<file path="src/rtl/fetch_pkg.sv">
// rtl/fetch_pkg.sv - shared widths, FSM state and entry type for the fetch front end
package fetch_pkg;
    localparam int DEF_DATA_W = 16;
    localparam int DEF_ADDR_W = 16;

    typedef enum logic [1:0] {
        IDLE  = 2'd0,
        FETCH = 2'd1,
        KILL  = 2'd2
    } fetch_state_t;

    typedef struct packed {
        logic [DEF_ADDR_W-1:0] pc;
        logic [DEF_DATA_W-1:0] instr;
    } fetch_entry_t;
endpackage

</file>
<file path="src/rtl/fetch_fifo.sv">
// rtl/fetch_fifo.sv - prefetch FIFO with registered storage; flush overrides push/pop
module fetch_fifo #(
    parameter int WIDTH = 32,
    parameter int DEPTH = 4
) (
    input  logic                     clock,
    input  logic                     reset,
    input  logic                     push,
    input  logic [WIDTH-1:0]         push_data,
    input  logic                     pop,
    input  logic                     flush,
    output logic [WIDTH-1:0]         head_data,
    output logic                     full,
    output logic                     empty,
    output logic [$clog2(DEPTH):0]   count
);
    localparam int PTR_W = $clog2(DEPTH);
    localparam logic [PTR_W-1:0] PTR_ONE = 1;
    localparam logic [PTR_W:0]   CNT_ONE = 1;
    localparam logic [PTR_W:0]   CNT_MAX = DEPTH[PTR_W:0];

    logic [WIDTH-1:0] mem [DEPTH];
    logic [PTR_W-1:0] wr_ptr;
    logic [PTR_W-1:0] rd_ptr;
    logic             do_push;
    logic             do_pop;

    assign full      = (count == CNT_MAX);
    assign empty     = (count == '0);
    assign do_push   = push && !flush && !full;
    assign do_pop    = pop && !flush && !empty;
    assign head_data = mem[rd_ptr];

    always_ff @(posedge clock or negedge reset) begin
        if (!reset) begin
            wr_ptr <= '0;
            rd_ptr <= '0;
            count  <= '0;
            for (int i = 0; i < DEPTH; i++) mem[i] <= '0;
        end else if (flush) begin
            wr_ptr <= '0;
            rd_ptr <= '0;
            count  <= '0;
        end else begin
            if (do_push) begin
                mem[wr_ptr] <= push_data;
                wr_ptr      <= wr_ptr + PTR_ONE;
            end
            if (do_pop) rd_ptr <= rd_ptr + PTR_ONE;
            case ({do_push, do_pop})
                2'b10:   count <= count + CNT_ONE;
                2'b01:   count <= count - CNT_ONE;
                default: count <= count;
            endcase
        end
    end
endmodule

</file>
<file path="src/rtl/fetch_stage.sv">
// rtl/fetch_stage.sv - instruction fetch front end: PC, imem req/ack, prefetch FIFO, redirect/flush
// Optional FETCH_PERF_CNT_EN adds perf_fetched/perf_flushed saturating counters.
module fetch_stage
    import fetch_pkg::*;
#(
    parameter int                DATA_W     = DEF_DATA_W,
    parameter int                ADDR_W     = DEF_ADDR_W,
    parameter int                FIFO_DEPTH = 4,
    parameter logic [ADDR_W-1:0] RESET_PC   = '0
) (
    input  logic              clock,
    input  logic              reset,
    output logic              imem_req,
    output logic [ADDR_W-1:0] imem_addr,
    input  logic              imem_ack,
    input  logic [DATA_W-1:0] imem_rdata,
    input  logic              redirect_valid,
    input  logic [ADDR_W-1:0] redirect_pc,
    output logic              instr_valid,
    input  logic              instr_ready,
    output logic [DATA_W-1:0] instr_data,
    output logic [ADDR_W-1:0] instr_pc
`ifdef FETCH_PERF_CNT_EN
    ,
    output logic [15:0]       perf_fetched,
    output logic [15:0]       perf_flushed
`endif
);
    localparam int CNT_W = $clog2(FIFO_DEPTH) + 1;
    localparam logic [CNT_W-1:0]  LAST_FREE = CNT_W'(FIFO_DEPTH - 1);
    localparam logic [ADDR_W-1:0] PC_ONE    = 1;

    typedef struct packed {
        logic [ADDR_W-1:0] pc;
        logic [DATA_W-1:0] instr;
    } entry_t;

    fetch_state_t      state, state_nxt;
    logic [ADDR_W-1:0] fetch_pc, fetch_pc_nxt;
    logic [ADDR_W-1:0] kill_addr, kill_addr_nxt;
    logic              push, pop, full, empty;
    logic [CNT_W-1:0]  count;
    entry_t            wr_entry, head;

    assign imem_req    = (state == FETCH) || (state == KILL);
    assign imem_addr   = (state == KILL) ? kill_addr : fetch_pc;
    assign instr_valid = !empty;
    assign instr_pc    = head.pc;
    assign instr_data  = head.instr;
    assign pop         = instr_valid && instr_ready && !redirect_valid;
    assign push        = (state == FETCH) && imem_ack && !redirect_valid;
    assign wr_entry    = '{pc: fetch_pc, instr: imem_rdata};

    fetch_fifo #(.WIDTH(ADDR_W + DATA_W), .DEPTH(FIFO_DEPTH)) u_fifo (
        .clock     (clock),
        .reset     (reset),
        .push      (push),
        .push_data (wr_entry),
        .pop       (pop),
        .flush     (redirect_valid),
        .head_data (head),
        .full      (full),
        .empty     (empty),
        .count     (count)
    );

    always_ff @(posedge clock or negedge reset) begin
        if (!reset) begin
            state     <= IDLE;
            fetch_pc  <= RESET_PC;
            kill_addr <= RESET_PC;
        end else begin
            state     <= state_nxt;
            fetch_pc  <= fetch_pc_nxt;
            kill_addr <= kill_addr_nxt;
        end
    end

    always_comb begin
        state_nxt     = state;
        fetch_pc_nxt  = fetch_pc;
        kill_addr_nxt = kill_addr;
        if (redirect_valid) begin
            fetch_pc_nxt = redirect_pc;
            // An open, unacked request must still complete; remember its address while killing it.
            if (state == KILL) begin
                state_nxt = imem_ack ? FETCH : KILL;
            end else if (imem_req && !imem_ack) begin
                state_nxt     = KILL;
                kill_addr_nxt = fetch_pc;
            end else begin
                state_nxt = FETCH;
            end
        end else begin
            case (state)
                IDLE:  if (!full) state_nxt = FETCH;
                FETCH: if (imem_ack) begin
                    fetch_pc_nxt = fetch_pc + PC_ONE;
                    state_nxt    = (pop || count < LAST_FREE) ? FETCH : IDLE;
                end
                KILL:  if (imem_ack) state_nxt = FETCH;
                default: state_nxt = IDLE;
            endcase
        end
    end

`ifdef FETCH_PERF_CNT_EN
    logic        dropped;
    logic [16:0] flushed_sum;

    assign dropped     = imem_ack && ((state == KILL) || (state == FETCH && redirect_valid));
    assign flushed_sum = {1'b0, perf_flushed} + 17'(redirect_valid ? count : '0) + 17'(dropped);

    always_ff @(posedge clock or negedge reset) begin
        if (!reset) begin
            perf_fetched <= '0;
            perf_flushed <= '0;
        end else begin
            if (push && perf_fetched != 16'hFFFF) perf_fetched <= perf_fetched + 16'd1;
            perf_flushed <= flushed_sum[16] ? 16'hFFFF : flushed_sum[15:0];
        end
    end
`endif
endmodule

</file>
<file path="config.mk">
export PLATFORM = sky130hd
export DESIGN_NAME = fetch_stage
export DESIGN_NICKNAME = d
export VERILOG_FILES = /design/src/rtl/fetch_pkg.sv /design/src/rtl/fetch_fifo.sv /design/src/rtl/fetch_stage.sv
export SDC_FILE = /design/constraint.sdc
export NUM_CORES = 1
export LEC_CHECK = 0
export ABC_AREA = 1
export ABC_CLOCK_PERIOD_IN_PS = 1700
export CORE_MARGIN = 5
export CORE_UTILIZATION = 50
export CTS_BUF_LIST = sky130_fd_sc_hd__clkbuf_4
export CTS_CLUSTER_SIZE = 10
export DETAILED_ROUTE_END_ITERATION = 12
export PLACE_DENSITY = 0.72
export SYNTH_ARGS = -nofsm -noshare
export SYNTH_HDL_FRONTEND = slang
export SYNTH_SLANG_ARGS = --single-unit
export TNS_END_PERCENT = 5
</file>
<file path="constraint.sdc">
create_clock -name clock -period 1.7 [get_ports clock]
set_input_delay 0.34 -clock clock [delete_from_list [all_inputs] [get_ports clock]]
set_output_delay 0.34 -clock clock [all_outputs]
set_load 0.1 [all_outputs]
</file>
==> parameters.txt <==
Parameter                              Value

Synth
  Commonest register cell after synthesis ... sky130_fd_sc_hd__dfrtp_1
  Number of distinct library cells after synthesis ... 36
  Average size of a mapped cell ... 8.73 um2
  Area of the mapped netlist ... 8110 um2
  Number of flops mapped to enable cells by yosys ... 0
  Yosys warning count ... 0
  Post-synth ARST share ... 100%
  Cell count after synthesis ... 929
  Number of nets in the synthesized netlist ... 976
  Sequential cell area fraction in the yosys report ... 52.1%
  Number of synthesized register bits ... 169

Pwr
  Clock network fraction of design power ... between 10 and 15%
  Peak VDD IR ... 1.42 mV
  Register share of total power ... 26.5%
  Net load switching power ... between 10000 and 15000 uW
  Internal power ... around 13000 uW
  Proportion of total power due to net switching ... 48.7%
  Combinational group share of total power ... 62.6%
  Power density relative to cell area ... 2120 nW/um2
  Leakage power ... about 0.0053 uW

Critical path
  Kind of end point of the critical path ... primary output
  Critical path required time ... 1360 ps
  Arrival time worst endpoint ... slightly below 2000 ps
  Flop-to-flop setup slack ... -170 ps
  Kind of critical path ... reg -> out
  Startpoint type of the worst setup path ... flip-flop
  Critical Path Fanout Max ... 30

Final layout
  Most frequent standard cell in the layout excluding fill and tap cells ... sky130_fd_sc_hd__nand2_1
  Top library cells by usage in the layout, fill and taps aside ... sky130_fd_sc_hd__nand2_1 (216), sky130_fd_sc_hd__dfrtp_1 (167), sky130_fd_sc_hd__o21ai_1 (122), sky130_fd_sc_hd__buf_12 (77), sky130_fd_sc_hd__o21ai_2 (64)
  Diodes inserted ... 0
  Area growth syn-to-layout ... 43.8%
  Net count of the finished layout ... 1108
  Layout cells sized above 1 ... 32.4%
  Filler-free cell count of the finished design ... 1289

GRT
  Met1 Track Usage GR ... 31.6%
  Overall overflow remaining after global route ... 0
  Aggregate global-route resource usage ... 23.6%
  Initial antenna violation count ... 0
  First-pass GRT wire length ... 34900 um
  Met3 Track Usage GR ... 4.78%
  Busiest metal layer after global routing ... met2
  Maximum number of pins on one net before global-route repair ... 43
  Vias in the first global route ... 7000
  Met2 Track Usage GR ... roughly two fifths

Clocking
  TritonCTS buffer count ... 17
  Later-pin clock latency in the skew report ... around 580 ps
  Number of buffers on the longest clock path ... 2
  CTS H-Tree Depth ... 4
  Number of clock sinks ... 169
  Reg clk slew, reported paths ... 120 ps
  Root buffer selected by CTS ... sky130_fd_sc_hd__clkbuf_4
  TritonCTS clock tree ... built

Route
  Drt first-iter violations ... 555
  Total wire length ... 21500 um
  Number of routed nets with antenna violations ... 0
  Via total after detailed routing ... approximately 7000
  Routed wire length per instance ... 16.7 um
  Via density per instance ... about 5.5
  Residual DRC ... 0
  Number of iterations in the first detailed-routing pass ... 5

Placed design
  Post-detailed-placement half-perimeter wirelength ... 13600 um
  RePlAce Congestion ... 0.877
  Buffers on Ports ... between 80 and 90
  Number of cells after detailed placement ... between 1000 and 1500

Die
  Die Y ... ~140 um
  Die area ... roughly 19000 um2
  Cell row count ... 46
  Floorplan Core Area ... 15900 um2
  Horizontal extent of the die ... 137 um
  Number of top-level pins ... a little under 90
  Initial Util ... 51.1%

Timing
  Worst Max-Slew Pin Slew ... 523 ps
  Total setup violations reported at the end of the flow ... 52
  Final worst slack ... -586 ps
  Shortest clock period the worst path allows after layout ... 2290 ps
  Share of the clock period used by the worst path after layout ... 134%
  Unrepaired setup endpoints after global routing ... true
  Highest Clock Rate ... 437 MHz
  Fin Clk Skew ... 18.3 ps
  Sum of negative setup slack ... -25950 ps
  Slew headroom ... roughly 65%
  Slew Viols, Final ... 0
  Number of hold violations in the final report ... 0

Min path
  Kind of path behind the tightest hold check ... in -> async

Run status
  Status ... complete, but fails checks
  Violations in the final reports ... setup timing

Flow run
  Number of maximum-capacitance violations ... 0
-- layout make-up --
type,count,area [um2]
Sequential cell,169,4230
Fill cell,1160,4220
Multi-Input combinational cell,652,4200
Timing Repair Buffer,168,2420
Tap cell,216,270
Inverter,53,211
Clock inverter,10,175
Clock buffer,21,158
-- final timing paths --
| path | startpoint | endpoint | cells after the start |
|---|---|---|---|
| worst max-delay path | u_fifo.rd_ptr[0] | instr_pc[11] | 5 |
| worst min-delay path | reset | u_fifo.mem[99] | 2 |
| worst max register to register | state[0] | u_fifo.count[2] | 12 |
| worst min register to register | u_fifo.mem[69] | u_fifo.mem[69] | 2 |
| max in group asynchronous | reset | u_fifo.mem[74] | 3 |
| min in group clock | redirect_pc[0] | fetch_pc[0] | 3 |
-- state kept, by name, summed over array words and instances (netlist names) --
name / flops
u_fifo.mem: 128
fetch_pc: 16
kill_addr: 16
u_fifo.count: 3
state: 2
u_fifo.rd_ptr: 2
u_fifo.wr_ptr: 2
-- what timing repair did --
action                                  CTS  global route
endpoints found under the hold margin    97             0
gates resized for setup                  95            60
pin swaps                                10             6
gates cloned                              2             1
buffers inserted                          4             6
hold buffers                              1             0
endpoints found under the setup margin   52           190
-- through the flow --
step	setup slack [ps]	total power (uW)	cell area (um2)	utilization, %	hold slack (ps)
CTS	-607	24300	11400	71.7	215
floorplan	-173	16200	8810	-	44.4
global route	-686	25800	11700	73.4	233
detailed placement	-369	21200	10800	67.7	269
finish	-586	24700	11700	73.4	231
global placement	-321	20900	10800	67.7	271
-- cells by family after synthesis --
family | Yosys count | share of synthesized area, %
DFF | 169 | 52.1
AOI/OAI and AO/OA | 284 | 20.4
xor gates and xnor gates | 7 | 0.756
adders and majority gates | 10 | 1.64
buffers and inverters | 108 | 7.44
and+or+nand+nor | 351 | 17.7
-- synthesized netlist by cell type (4+ instances only) --
cell / number / share of area, %
sky130_fd_sc_hd__nand4_1: 4 / 0.31
sky130_fd_sc_hd__nor2_1: 84 / 3.9
sky130_fd_sc_hd__inv_2: 4 / 0.19
sky130_fd_sc_hd__o21ai_1: 97 / 6.0
sky130_fd_sc_hd__o21ai_2: 39 / 4.2
sky130_fd_sc_hd__buf_2: 6 / 0.37
sky130_fd_sc_hd__o221ai_1: 4 / 0.43
sky130_fd_sc_hd__clkbuf_1: 22 / 1.0
sky130_fd_sc_hd__xor2_1: 6 / 0.65
sky130_fd_sc_hd__buf_6: 24 / 3.3
sky130_fd_sc_hd__o211ai_1: 5 / 0.46
sky130_fd_sc_hd__a21oi_1: 5 / 0.31
sky130_fd_sc_hd__dfrtp_1: 169 / 52
sky130_fd_sc_hd__ha_1: 9 / 1.4
sky130_fd_sc_hd__nand3_1: 16 / 0.99
sky130_fd_sc_hd__inv_1: 47 / 2.2
sky130_fd_sc_hd__o21ai_0: 99 / 6.1
sky130_fd_sc_hd__nand2_1: 230 / 11
sky130_fd_sc_hd__o22ai_1: 32 / 2.5
sky130_fd_sc_hd__nand2_4: 5 / 0.69
-- worst max-delay path, cell delays in order (launching register included) --
cell,delay [ps]
sky130_fd_sc_hd__dfrtp_2,500
sky130_fd_sc_hd__buf_12,220
sky130_fd_sc_hd__o21ai_0,100
sky130_fd_sc_hd__buf_4,140
sky130_fd_sc_hd__o22ai_4,190
sky130_fd_sc_hd__buf_12,210
-- power groups by stage --
stage               registers (uW)  logic, uW  clock network, uW
floorplan                     6170      10100                  0
global placement              6300      14600                  0
detailed placement            6380      14800                  0
CTS                           6400      15200               2730
global route                  6690      16300               2900
finish                        6530      15500               2690
-- per-layer routing --
metal,part of all wire (%),wire [um]
met4,1.4,309
met3,5.0,1080
met5,0,0
met2,50,10800
met1,43,9290
Note: power is estimated with default switching activity, not from simulation.
